===== config.mk =====
export PLATFORM = sky130hd
export DESIGN_NAME = blk_ldr
export DESIGN_NICKNAME = d
export VERILOG_FILES = /design/src/rtl/blk_pkg.sv /design/src/rtl/blk_ldr_ctr.sv /design/src/rtl/blk_ldr.sv
export SDC_FILE = /design/constraint.sdc
export NUM_CORES = 1
export LEC_CHECK = 0
export BUFFER_PORTS_ARGS = -buffer_cell sky130_fd_sc_hd__buf_4
export CAP_MARGIN = 5
export CORE_UTILIZATION = 35
export CTS_BUF_LIST = sky130_fd_sc_hd__clkbuf_4 sky130_fd_sc_hd__clkbuf_8
export DETAILED_ROUTE_END_ITERATION = 12
export PLACE_DENSITY = 0.64
export RECOVER_POWER = 50
export SYNTH_ARGS = -nofsm -noshare
export SYNTH_HDL_FRONTEND = slang
export SYNTH_SLANG_ARGS = --single-unit

===== constraint.sdc =====
create_clock -name clk -period 5.3 [get_ports clk]
set_input_delay 0.795 -clock clk [delete_from_list [all_inputs] [get_ports clk]]
set_output_delay 0.795 -clock clk [all_outputs]
set_load 0.02 [all_outputs]

===== src/rtl/blk_pkg.sv =====
// blk_pkg: shared widths, pad value and loader state encoding
package blk_pkg;
  localparam int W = 64;
  localparam int N = 8;
  localparam int SW = $clog2(N);
  localparam logic [W-1:0] PAD_VAL = '0;
  typedef enum logic [1:0] {FILL, PAD, FULL} state_t;
endpackage


===== src/rtl/blk_ldr_ctr.sv =====
// ctr_mod: mod-N slot counter with clear and increment
module ctr_mod #(
  parameter int N = 8,
  parameter int SW = $clog2(N)
) (
  input  logic          clk,
  input  logic          rst,
  input  logic          inc,
  input  logic          clr,
  output logic [SW-1:0] q
);
  // clear wins over increment; increment wraps at N-1
  always_ff @(posedge clk or posedge rst)
    if (rst) q <= '0;
    else if (clr) q <= '0;
    else if (inc) q <= (q == SW'(N - 1)) ? '0 : q + 1'b1;
endmodule


===== src/rtl/blk_ldr.sv =====
// blk_ldr: streams words into the 8x64 register file, zero-pads short blocks, holds until ack
module blk_ldr
  import blk_pkg::*;
(
  input  logic          clk,
  input  logic          rst,
  input  logic          in_vld,
  output logic          in_rdy,
  input  logic [W-1:0]  in_data,
  input  logic          in_last,
  output logic          we,
  output logic [SW-1:0] s,
  output logic [W-1:0]  d,
  output logic          blk_rdy,
  input  logic          blk_ack,
  output logic [SW:0]   nwords
);
  state_t state;
  logic [SW-1:0] cnt;
  logic acc, last_slot;
  assign acc = in_vld & in_rdy;
  assign last_slot = cnt == SW'(N - 1);
  ctr_mod #(.N(N)) u_ctr (
    .clk (clk),
    .rst (rst),
    .inc (((state == FILL) & acc & ~last_slot) | ((state == PAD) & ~last_slot)),
    .clr ((state == FULL) & blk_ack),
    .q   (cnt)
  );
  // FSM with registered write port; in_rdy is registered so it drops on the edge that ends filling
  always_ff @(posedge clk or posedge rst)
    if (rst) begin
      state   <= FILL;
      in_rdy  <= 1'b0;
      we      <= 1'b0;
      s       <= '0;
      d       <= '0;
      blk_rdy <= 1'b0;
      nwords  <= '0;
    end else begin
      case (state)
        FILL: begin
          we     <= acc;
          in_rdy <= ~(acc & (last_slot | in_last));
          if (acc) begin
            s      <= cnt;
            d      <= in_data;
            nwords <= {1'b0, cnt} + (SW + 1)'(1);
            state  <= last_slot ? FULL : (in_last ? PAD : FILL);
          end
        end
        PAD: begin
          we     <= 1'b1;
          in_rdy <= 1'b0;
          s      <= cnt;
          d      <= PAD_VAL;
          if (last_slot) state <= FULL;
        end
        FULL: begin
          we      <= 1'b0;
          blk_rdy <= ~blk_ack;
          in_rdy  <= blk_ack;
          if (blk_ack) state <= FILL;
        end
        default: state <= FILL;
      endcase
    end
endmodule


# [Word-level counts from Yosys, hierarchy flattened]
# Index checks and enable logic that the tools add are counted.
[word_totals] register_bits=79 input_bits=69 output_inout_bits=74 elab_cells=49
[classes] addsub=2 eq_ne=6 n_mux=15 n_bitwise=11 n_reduce_logical=7
[op_table] op="case mux 64 bit (2 select lines)" count=1
[op_table] op="two-way mux 64 bit" count=1
[op_table] op="two-way mux 3 bit" count=4
[op_table] op="two-way mux 2 bit" count=4
[op_table] op="AND 1 bit" count=6
[op_table] op="!= test 2 bit, second input constant" count=3
[op_table] op="case mux 1 bit (3 select lines)" count=2
[op_table] op="case mux 2 bit (3 select lines)" count=1
[op_table] op="case mux 3 bit (2 select lines)" count=1
[op_table] op="adder 3 x 1 -> 4 bit, second input constant" count=1
[op_table] op="AND reduction 2 bit" count=2
[op_table] op="nonzero test 2 bit" count=2
[op_table] op="adder 3 x 1 -> 3 bit, second input constant" count=1
[op_table] op="equality test 3 bit, second input constant" count=1
[op_table] op="NOT 1 bit" count=3
[op_table] op="AND reduction 3 bit" count=1
[op_table] op="nonzero test 3 bit" count=1
[op_table] op="equality test 2 x 1 -> 1 bit, second input constant" count=1
[op_table] op="equality test 2 bit, second input constant" count=1
[op_table] op="logical NOT 2 bit" count=1
[op_table] op="OR 1 bit" count=2
[op_table] op="two-way mux 1 bit" count=1

# [Logic depth before layout (Yosys ltp)]
[logic_depth] ltp_word=6 mapped_depth=7 mapped_depth_nobuf=5

# [Hierarchy]
# A second synthesis with hierarchy kept.
[hier_totals] cells_unflattened=211 hier_area_um2=3101.7
[by_module_without_submodules] mod="blk_ldr" instances=1 cells_each=198 area_per_inst_um2=2946.6 seq_area_each_um2=1901.8
[by_module_without_submodules] mod="ctr_mod" instances=1 cells_each=13 area_per_inst_um2=155.1 seq_area_each_um2=75.1

# [Worst setup path before layout]
# No wires, ideal clock.
[synth_timing] kind="input to register" start="input in_vld" end="register s[0]" setup_time_ns=0.128 arrival_time_ns=1.570 t_required_ns=5.172 path_slack_ns=3.602 cell_stages=4 n_path_buf=1 path_cell_list="nand3_4 a21boi_4 buf_6 mux2_1"
[synth_via] elab_chain_len=3
[synth_lines] item="start, declared" line="blk_ldr.sv:7" source="input logic in_vld,"
[synth_lines] item="AND 1 bit" line="blk_ldr.sv:21" source="assign acc = in_vld & in_rdy;"
[synth_lines] item="!= test 2 bit (no source line)"
[synth_lines] item="AND reduction 2 bit (no source line)"
[synth_lines] item="end signal, assigned" line="blk_ldr.sv:46" source="s <= cnt;"
[synth_lines] item="end signal, assigned" line="blk_ldr.sv:55" source="s <= cnt;"
[synth_lines] item="end, declared" line="blk_ldr.sv:12" source="output logic [SW-1:0] s,"
# No other way between the ends.
# A chain may end at the register's enable or synchronous reset.

# [Worst setup path after layout]
[layout_timing] start="register state[0]" end="register d[32]"
[layout_via] elab_chain_len=3 word_cells_on_any_way=6 cone_classes="2 x eq/ne; 1 x mux; 3 x reduce/logical"
[layout_lines] item="start, declared" line="blk_ldr.sv:18" source="state_t state;"
[layout_lines] item="start signal, assigned" line="blk_ldr.sv:49" source="state <= last_slot ? FULL : (in_last ? PAD : FILL);"
[layout_lines] item="equality test 2 x 1 -> 1 bit / logical NOT 2 bit (equally long branches)" line="blk_ldr.sv:41" source="case (state)"
[layout_lines] item="nonzero test 2 bit (no source line) / != test 2 bit (equally long branches)"
[layout_lines] item="AND reduction 2 bit (no source line)"
[layout_lines] item="end signal, assigned" line="blk_ldr.sv:47" source="d <= in_data;"
[layout_lines] item="end, declared" line="blk_ldr.sv:13" source="output logic [W-1:0] d,"
# Several ways; a longest one is shown, not always the timed one.

==> results by group <==
Outcome
  • Status: finished with violations
  • Failing checks: capacitance limit, slew limit

Timing
  • Min cycle time layout: 2.71 ns
  • Worst Max-Slew Pin Slew: 1.93 ns
  • Final hold vios: 0
  • TNS Setup: 0 ns
  • RSZ-0062 raised after global routing: false
  • Max-slew violations: 80
  • Period utilisation layout: 0.512
  • Rel. slew slack: -0.287
  • FMAX: 0.368 GHz
  • Setup Skew: 0.0127 ns
  • Final setup violation count: 0
  • Min Hold Slack: 0.491 ns

Power and ir drop
  • Flop pwr share: 0.371
  • Maximum VDD drop: 0.290 mV
  • Leakage: 0.00215 µW
  • Internal power: 1650 µW
  • Switching Fraction: 0.386
  • Clock network fraction of design power: 0.184
  • Combinational share of power: 0.445
  • Pwr dens: 628 mW/mm²
  • Sw Pwr: 1040 µW

Global routing
  • Met3 Track Usage GR: 0.0399
  • Most Crowded Layer GR: met2
  • GR Overflow Total: 0
  • GR Util met1: 0.232
  • Gr usage total: 0.166
  • Met2 Track Usage GR: 0.249
  • First-pass GRT wire length: 11600 µm
  • Vias in the first global route: 2276
  • Largest net degree at the start of global routing: 80
  • Initial antenna violation count: 0

Synth
  • Sequential area share after synthesis: 0.646
  • Syn nets: 287
  • Post-synth top area cell: dfrtp_1
  • Synthesized area per cell: 14.6 µm²
  • Synth top area cells: dfrtp_1 (65%), a22o_1 (19%), ha_1 (3.3%)
  • Syn Std Cell Area: 0.00306 mm²
  • Synth cell types: 26
  • Post-synth top area share: 0.646
  • Post-synthesis register bit count: 79
  • YS warnings: 0
  • Mapped Cells: 210

Floorplan
  • IO Pins: 143
  • Total Die Area: 0.00911 mm²
  • Die width: 95.5 µm
  • Initial Util: 0.367
  • Core Area: 0.00834 mm²
  • Die height: 95.5 µm
  • # rows: 33

Worst setup path
  • Worst Setup Path Type: reg -> reg
  • Crit-path max cell delay: 0.86 ns
  • Worst endpoint required time: 5.56 ns
  • Crit path launch type: flop
  • Slowest CP cell: a21boi_4
  • Worst EP arrival: 2.98 ns
  • CP max FO: 36
  • Worst path bufs/invs: 2
  • Cell count of the worst reg-to-reg path: 6
  • CP endpoint kind: flop
  • Critical path's top delay family: compound AO/OA/AOI/OAI gates
  • CP cell instances: inv_1 > ha_1 > nand3_1 > a21boi_4 > buf_4 > a22o_1
  • Crit. path cell count: 6

Layout
  • Area Overhead vs Synth: 40.0%
  • Fin util: 0.513
  • Layout Nets: 428
  • # diodes: 0
  • Non-Filler Instances: 461
  • Layout cells sized above 1: 0.390

Clock tree
  • Post-CTS Hold Fix Bufs: 0
  • CTS tree: yes
  • CTS clk-pin slew, worst paths: 0.07 ns
  • Clock latency on the worst-skew pair: 0.33 ns
  • CTS Root Cell: clkbuf_8
  • H-tree depth: 3
  • Post_cts resized: 0
  • Clock buffer depth: 2
  • Clock sink total: 79
  • CTS Buf Count: 9
  • Post-CTS setup buffers: 0

Place
  • IO Port Bufs: 142
  • Placed Instances: 445
  • Gp weighted congestion: 0.746
  • DP HPWL: 5110 µm

Detailed routing
  • Post-route ant nets: 0
  • Final wirelength: 7530 µm
  • DRC Markers: 0
  • 1st-iter DRT viols: 57
  • Via-to-Cell Ratio: 5.05
  • Via count: 2329
  • First drt pass iteration count: 4
  • WL/cell: 16.3 µm

Run
  • # Max-Cap Violations: 1

Hold path
  • Hold Path Stages: 1
  • Hold crit path type: reg -> reg
-- flip-flops by register name (all words and copies together), names as in the netlist --
register / count
d: 64
blk_rdy: 1
state: 2
we: 1
u_ctr.q: 3
s: 3
nwords: 4
in_rdy: 1
-- metal layers --
layer	share of wire	wire, µm
met3	0.075	563
met5	0	0
met1	0.44	3310
met2	0.47	3550
met4	0.014	102
-- area by class of cell --
type,count,area (µm²)
well taps,105,131
multi-input cells,110,946
repair buffers,145,977
inverters,6,23.8
clock inverters,5,81.3
flip-flops and latches,79,1980
fillers,769,4060
clock buffers,11,145
-- cell families after synthesis --
logic type	synth area share
adders and majority gates	0.0327
muxes	0.0286
buffers and inverters	0.0401
and+or+nand+nor	0.0266
DFF	0.646
AOI/OAI and AO/OA	0.225
-- Yosys cell counts --
master,instances
inv_2,1
o21ai_0,6
o2111ai_1,1
and3b_1,1
o31ai_1,1
nor2_4,1
dfrtp_1,79
nand2_1,6
nand3_1,1
or4b_1,1
ha_1,8
o211ai_1,1
mux2_1,3
nand3_4,1
or3_1,1
a31oi_1,2
a22o_1,65
inv_1,5
mux2_2,3
buf_6,4
a21boi_4,1
buf_2,11
a222oi_1,1
a21boi_1,2
a21oi_1,2
mux2i_1,2
-- layout by cell type, fill, tap and decap left out, drive strengths merged --
cell,n
o21ai,6
nor2,1
inv,5
clkinv,2
bufinv,2
ha,8
clkinvlp,2
or4b,1
nand3,2
o211ai,1
o2111ai,1
mux2,6
dfrtp,79
a22o,65
a21boi,3
nand2,6
and3b,1
buf,114
a222oi,1
or3,1
mux2i,2
o31ai,1
a31oi,2
clkbuf,42
a21oi,2
-- worst paths after layout --
path / to / startpoint / slack [ns]
setup reg to reg: d[32] / state[0] / 2.59
hold reg to reg: s[1] / s[1] / 0.49
setup / recovery: d[32] / state[0] / 2.59
hold / removal: s[1] / s[1] / 0.49
max in group asynchronous: d[30] / rst / 3.01
min in group asynchronous: d[43] / rst / 1.17
-- worst register-to-register path, stage by stage (launching register included) --
cell and delay, ns:
dfrtp_1 0.38, inv_1 0.10, ha_1 0.28, nand3_1 0.34
a21boi_4 0.86, buf_4 0.48, a22o_1 0.22
-- per-stage QoR --
step,setup slack (ns),cell area (µm²),total power (µW)
floorplan,2.48,3060,1800
global placement,2.70,4180,2260
detailed placement,2.63,4180,2290
CTS,2.75,4410,2800
global route,2.37,4280,2860
finish,2.59,4280,2690
-- power groups by stage --
stage	logic (µW)	registers (µW)	clock network (µW)
after global placement	1250	1010	0
final	1190	998	495
after CTS	1290	1000	512
after floorplan	534	1260	0
after global routing	1290	1030	541
after detailed placement	1280	1010	0
Power figures use the tool's default switching activity.
